## config.mk

```make
export PLATFORM = sky130hd
export DESIGN_NAME = fir_mac_serial
export DESIGN_NICKNAME = d
export VERILOG_FILES = /design/src/rtl/fir_mac_serial.sv
export SDC_FILE = /design/constraint.sdc
export NUM_CORES = 2
export LEC_CHECK = 0
export ABC_AREA = 1
export ABC_CLOCK_PERIOD_IN_PS = 17500
export CAP_MARGIN = 20
export CORE_MARGIN = 8
export CORE_UTILIZATION = 35
export DETAILED_ROUTE_END_ITERATION = 8
export GPL_TIMING_DRIVEN = 0
export PLACE_DENSITY = 0.48
export REMOVE_ABC_BUFFERS = 1
export SLEW_MARGIN = 15
export SYNTH_ARGS = -nofsm -noshare
export SYNTH_HDL_FRONTEND = slang
export SYNTH_SLANG_ARGS = --single-unit
```

## constraint.sdc

```tcl
create_clock -name clk_100k -period 17.5 [get_ports clk_100k]
set_input_delay 1.75 -clock clk_100k [delete_from_list [all_inputs] [get_ports clk_100k]]
set_output_delay 1.75 -clock clk_100k [all_outputs]
set_load 0.03 [all_outputs]
```

## src/rtl/fir_mac_serial.sv

```systemverilog
// Serial FIR filter: a single multiplier and accumulator step through every tap of each accepted
// sample. Coefficients are writable at run time; rounding and saturation are chosen by parameter.
//
// state | meaning
// IDLE  | in_ready high, waiting for a sample; coefficient writes accepted
// MAC   | one tap product accumulated per cycle, idx 0..TAPS-1
// OUT   | quantised result held on fir_out until out_ready
module fir_mac_serial #(
  parameter int DW        = 9,
  parameter int CW        = 16,
  parameter int TAPS      = 21,
  parameter int OUT_SHIFT = 16,
  parameter int RND       = 0,
  parameter int SAT       = 0,
  localparam int AIW      = $clog2(TAPS)
) (
  input  logic                 clk_100k,
  input  logic                 rst,
  input  logic signed [DW-1:0] samp_in,
  input  logic                 in_valid,
  output logic                 in_ready,
  input  logic                 coef_we,
  input  logic [AIW-1:0]       coef_addr,
  input  logic signed [CW-1:0] coef_data,
  output logic signed [DW-1:0] fir_out,
  output logic                 out_valid,
  input  logic                 out_ready
);

  localparam int PW = DW + CW;
  localparam int AW = DW + CW + $clog2(TAPS);
  // One extra bit so the rounding constant can never wrap the final sum.
  localparam int QW = AW + 1;

  localparam logic [AIW-1:0]       LAST_IDX = AIW'(TAPS - 1);
  localparam logic signed [QW-1:0] RND_K    = (RND != 0) ? (QW'(1) << (OUT_SHIFT - 1)) : '0;
  localparam logic signed [QW-1:0] SAT_MAX  = QW'((2 ** (DW - 1)) - 1);
  localparam logic signed [QW-1:0] SAT_MIN  = -SAT_MAX - QW'(1);

  typedef enum logic [1:0] {
    S_IDLE = 2'd0,
    S_MAC  = 2'd1,
    S_OUT  = 2'd2
  } state_t;

  state_t               r_state;
  logic signed [DW-1:0] r_samp [TAPS];
  logic signed [CW-1:0] r_coef [TAPS];
  logic signed [AW-1:0] r_acc;
  logic [AIW-1:0]       r_idx;
  logic                 r_in_ready;
  logic                 r_out_valid;
  logic signed [DW-1:0] r_fir_out;

  logic signed [PW-1:0] w_prod;
  logic signed [AW-1:0] w_sum;
  logic signed [QW-1:0] w_rnd;
  logic signed [QW-1:0] w_shift;
  logic                 w_above;
  logic                 w_below;
  logic signed [DW-1:0] w_q;
  logic                 w_coef_wr;
  logic                 w_accept;

  assign w_prod  = PW'(r_samp[r_idx]) * PW'(r_coef[r_idx]);
  assign w_sum   = r_acc + AW'(w_prod);
  assign w_rnd   = QW'(w_sum) + RND_K;
  assign w_shift = w_rnd >>> OUT_SHIFT;
  assign w_above = (w_shift > SAT_MAX);
  assign w_below = (w_shift < SAT_MIN);

  always_comb begin
    w_q = w_shift[DW-1:0];
    if (SAT != 0) begin
      if (w_above) begin
        w_q = SAT_MAX[DW-1:0];
      end else if (w_below) begin
        w_q = SAT_MIN[DW-1:0];
      end
    end
  end

  // Out-of-range addresses are dropped rather than aliased onto a real tap.
  assign w_coef_wr = coef_we && (r_state == S_IDLE) && (32'(coef_addr) < TAPS);
  assign w_accept  = in_valid && r_in_ready && (r_state == S_IDLE);

  always_ff @(posedge clk_100k or posedge rst) begin
    if (rst) begin
      for (int k = 0; k < TAPS; k++) begin
        r_samp[k] <= '0;
        r_coef[k] <= '0;
      end
      r_acc       <= '0;
      r_idx       <= '0;
      r_state     <= S_IDLE;
      r_in_ready  <= 1'b0;
      r_out_valid <= 1'b0;
      r_fir_out   <= '0;
    end else begin
      if (w_coef_wr) begin
        r_coef[coef_addr] <= coef_data;
      end
      case (r_state)
        S_IDLE: begin
          r_in_ready <= 1'b1;
          if (w_accept) begin
            for (int k = TAPS - 1; k > 0; k--) begin
              r_samp[k] <= r_samp[k-1];
            end
            r_samp[0]  <= samp_in;
            r_acc      <= '0;
            r_idx      <= '0;
            r_in_ready <= 1'b0;
            r_state    <= S_MAC;
          end
        end
        S_MAC: begin
          r_acc <= w_sum;
          if (r_idx == LAST_IDX) begin
            // Park idx at 0 so the delay-line read never leaves the array.
            r_idx       <= '0;
            r_fir_out   <= w_q;
            r_out_valid <= 1'b1;
            r_state     <= S_OUT;
          end else begin
            r_idx <= r_idx + AIW'(1);
          end
        end
        S_OUT: begin
          if (out_ready) begin
            r_out_valid <= 1'b0;
            r_in_ready  <= 1'b1;
            r_state     <= S_IDLE;
          end
        end
        default: begin
          r_state <= S_IDLE;
        end
      endcase
    end
  end

  assign in_ready  = r_in_ready;
  assign out_valid = r_out_valid;
  assign fir_out   = r_fir_out;

endmodule

```

# After elaboration in Yosys (flattened, before gate mapping)
# Cells that the tools add are included.
# word_totals
ff_bits	573
in_bits	35
out_inout_bits	11
word_cells	102
# op_classes
n_addsub	2
n_mul	1
n_lt_le_gt_ge	4
n_eq_ne	6
n_mux	24
bitwise	2
reduce_logical	15
# ops
operator	n
$bwmux 336	1
$bmux 16 s5	1
$demux 16 s5	1
$pmux 30 s2	1
$mux 16	3
$bmux 9 s5	1
$add 30x25->30	1
$mux 30	1
$mul 9x16->25	1
$mux 9	2
$ge 6x6->1 const B	2
$not 5->6	2
$mux 5	2
$pmux 5 s2	1
$reduce_and 2->1	4
$lt 6x1->1 const B	1
$mux 2	3
$ne 2x2->1 const B	3
$pmux 2 s3	1
$reduce_and 3->1	2
$reduce_bool 2->1	3
$add 5x1->5 const B	1
$eq 5x5->1 const B	1
$logic_and 1x1->1	5
other kinds (6)	10

# Logic depth before layout (Yosys ltp)
# depth
depth_word	7
ltp_mapped	35
depth_no_buf	32

# Worst setup path before layout
# No wires, ideal clock.
# synth_timing
kind	register to register
startpoint	register r_idx[0]
endpoint	register r_acc[24]
setup_time_ns	0.118
arrival_time_ns	5.509
t_required_ns	17.382
path_slack_ns	11.873
stages_incl_launch_ff	33
period_less_slack_ns	5.627
path_cell_list	dfrtp_1 > buf_6 > buf_6 > buf_2 > a21oi_1 > o21ai_0 > o21ai_0 > nand2_1 > nand2_1 > nand2_1 > nand2_2 > buf_2 > nand2_1 > fa_1 > inv_1 > fa_1 > inv_1 > fa_1 > inv_1 > fa_1 > inv_1 > fa_1 > inv_1 > ha_1 > nand2_1 > nor2_1 > nand2_1 > nor2_1 > nand2_1 > nand3_1 > nand2_1 > nand3_1 > nand2_1
# synth_via
elab_chain_cells	7
# synth_lines
element	line_no	text
start, declared	50	logic [AIW-1:0] r_idx;
start signal, assigned	126	r_idx <= r_idx + AIW'(1);
$not 5->6 (not written as such) (*)	65	assign w_prod = PW'(r_samp[r_idx]) * PW'(r_coef[r_idx]);
$bmux 9 s5 or $bmux 16 s5 (tied branches)	65	
$mux 9 (not written as such) or $mux 16 (tied branches) (2 in a row)	65	
$mul 9x16->25 (*)	65	
$add 30x25->30 (*)	66	assign w_sum = r_acc + AW'(w_prod);
$pmux 30 s2 (*)	103	case (r_state)
end signal, assigned	118	r_acc <= w_sum;
end, declared	49	logic signed [AW-1:0] r_acc;
# Every way passes the cells marked *; elsewhere a longest branch is shown, timed or not. The select of a mux whose other input is x is not followed.
# A chain may end at the register's enable or synchronous reset.

# Worst setup path in the final report
# Ends and elaborated chain as after synthesis.

==> results.py <==
metrics = {
    "timing": {
        "hold-worst-slack_ps": 476,
        "setup_viol": 0,
        "slew_violations": 0,
        "fmax_mhz": 132,
        "maxSlewHeadroom_pct": 26.1,
        "max_slew.worst_pin.slew_ps": 1110,
        "hold_viol_final": 0,
        "fin_worst_skew_ps": 24.9,
        "fin_crit_ps": 7550,
        "timing.final.crit_share_pct": 43.2,
        "grt_setup_unrepaired": "false",
        "layout_setup_ws_ps": 9950,
    },
    "logic_synthesis": {
        "synth.distinct_cells": 35,
        "ys.flop_type": "dfrtp_1",
        "postSynthAreaPerCell_um2": 7.78,
        "yosysMostFrequentCell": "nand2_1",
        "netlist_top_cells_area": "dfrtp_1, nand2_1, o21ai_0, fa_1, inv_1",
        "syn_area_um2": 32300,
        "synth_top_cell_by_area": "dfrtp_1",
        "yosysSeqAreaShare_pct": 44.0,
        "netlist_instances": 4146,
        "ys_warn_count": 0,
        "synth_top_area_share_pct": 44.0,
        "async_flop_share_pct": 100,
        "synth-edff-count": 0,
        "synth_seq_cells": 568,
        "synth_common_cells": "nand2_1, o21ai_0, dfrtp_1",
    },
    "cts": {
        "htree_num_levels": 3,
        "cts_max_path_buffers": 3,
        "numCtsBuffers": 69,
        "worstSkewPairLatency_ps": 610,
        "cts_hold_buf": 0,
        "cts.clk_slew.worst_paths_ps": 60,
        "post_cts_buffers": 0,
        "numClockSinks": 568,
        "ctsRootBufferMaster": "clkbuf_16",
        "cts-resized-gates": 0,
        "cts_tree": "yes",
    },
    "placement": {
        "pre_cts_ws_ps": 9950,
        "hpwl_mm": 55.1,
        "dp.cells": 5161,
        "gp_congestion": 0.818,
        "place.port_buffers": 45,
    },
    "critical_path": {
        "crit_top_cell": "nand2_1",
        "crit_arrival_ps": 8100,
        "worst_setup_path_start_kind": "register",
        "critical_path_class": "register to register",
        "end_kind": "register",
        "cpPeakStageDelay_ps": 670,
        "ff2ff_path_depth": 34,
        "worstPathMaxFanout": 124,
        "cp.required_ps": 18050,
        "slowest_stage": "dfrtp_4",
    },
    "grt": {
        "grt_pass1_wl_mm": 142,
        "grt-ovfl-total": 0,
        "grt_pass1_vias": 25600,
        "antenna_found_initial": 0,
        "track_usage_pct": 16.9,
        "grt_max_degree": 125,
    },
    "die": {
        "fp-row-count": 111,
        "die_area_um2": 102000,
        "die_h_um": 320,
        "pin_count": 46,
        "die_w_um": 320,
        "initial_core_util_pct": 35.3,
        "core-area_um2": 91500,
    },
    "finish": {
        "nets": 4293,
        "drive_above_1_share_pct": 4.75,
        "n_fill_cell": 9551,
        "fin_cells": 5292,
        "syn2layout_area_growth_pct": 12.4,
        "regArea_um2": 14200,
        "multi_input_area_um2": 15200,
        "num_antenna_cells": 0,
    },
    "drt": {
        "num_vias": 25500,
        "ant_nets": 0,
        "firstDrtPassIters": 5,
        "viasPerCell": 4.81,
        "drt_iter0_markers": 1757,
        "drc": 0,
        "wl_mm": 85.5,
        "wl_per_cell_um": 16.2,
    },
    "flow_run": {
        "drv_cap": 0,
    },
    "worst_hold_path": {
        "hold_path_class": "register to register",
        "hold_depth": 2,
    },
    "status": {
        "outcome": "finished, final reports clean",
    },
}
-- area by class of cell --
type / count / area share (%)
clock buffers: 104 / 5.71
clock inverters: 18 / 0.476
inverters: 438 / 4.62
multi-input cells: 2890 / 42.0
flip-flops and latches: 568 / 39.2
well taps: 1186 / 4.09
repair buffers: 88 / 3.93
-- cells by family (layout without fill, tap and decap cells) --
logic type	after synthesis	in the layout	synth area share, %
flip-flops	568	568	44.0
adder cells (fa/ha/maj)	203	203	11.1
XOR/XNOR	9	9	0.244
buffers and inverters	688	648	8.87
AND/OR/NAND/NOR	1779	1779	21.4
AO/OA/AOI/OAI	899	899	14.3
-- cells in the final DEF, fill, tap and decap left out, types with 10 or more instances in the layout --
cell	n
o21ai_0	747
clkinv_2	11
nand2_1	1342
o211ai_1	37
clkbuf_8	13
dfrtp_1	566
nand2_2	24
buf_8	10
clkbuf_16	73
o21ai_1	44
nor2_1	322
clkbuf_1	18
a21oi_1	53
clkdlybuf4s50_1	45
inv_1	429
buf_16	23
nand3_1	54
fa_1	139
o22ai_1	15
ha_1	64
-- sequential cells by signal, indices dropped and copies added (netlist names) --
| register | count |
|---|---|
| in_ready | 1 |
| r_state | 2 |
| r_acc | 25 |
| fir_out | 9 |
| r_samp | 189 |
| r_coef | 336 |
| out_valid | 1 |
| r_idx | 5 |
-- through the flow --
| step | util [%] | setup TNS, ps | area [µm²] |
|---|---|---|---|
| 4_1_cts | 39.5 | 0 | 36100 |
| 5_1_grt | 39.7 | 0 | 36300 |
| 2_1_floorplan | - | -78160 | 31100 |
| 6_report | 39.7 | 0 | 36300 |
| 3_3_place_gp | 36.0 | -5019010 | 33000 |
| 3_5_place_dp | 37.0 | 0 | 33900 |
-- path summary, 6_finish.rpt --
check                                  from           to  slack, ps
worst max-delay path               r_idx[0]    r_acc[24]       9950
worst min register to register  r_coef[251]  r_coef[251]        480
worst min-delay path            r_coef[251]  r_coef[251]        480
worst max register to register     r_idx[0]    r_acc[24]       9950
max in group asynchronous               rst     r_idx[1]      14380
min in group asynchronous               rst  r_coef[289]       1570
-- layer usage --
layer	wire length [µm]	vias up	global-route usage (%)	share of wire (%)
li1	-	12800	-	-
met3	2640	124	2.18	3.1
met5	0	-	0	0
met1	42000	12200	23.5	49
met4	1930	0	4.28	2.3
met2	38900	363	27.9	46
-- critical path: cells and delay by family, from the launching register on --
family,cells,cell delay [ps]
buffers and inverters,10,1670
AND/OR/NAND/NOR,17,1800
flip-flops,1,670
AO/OA/AOI/OAI,1,140
adder cells (fa/ha/maj),6,3000
Power is not shown: default switching activity piles up to over one toggle a cycle in this logic, so the estimate is an artifact.
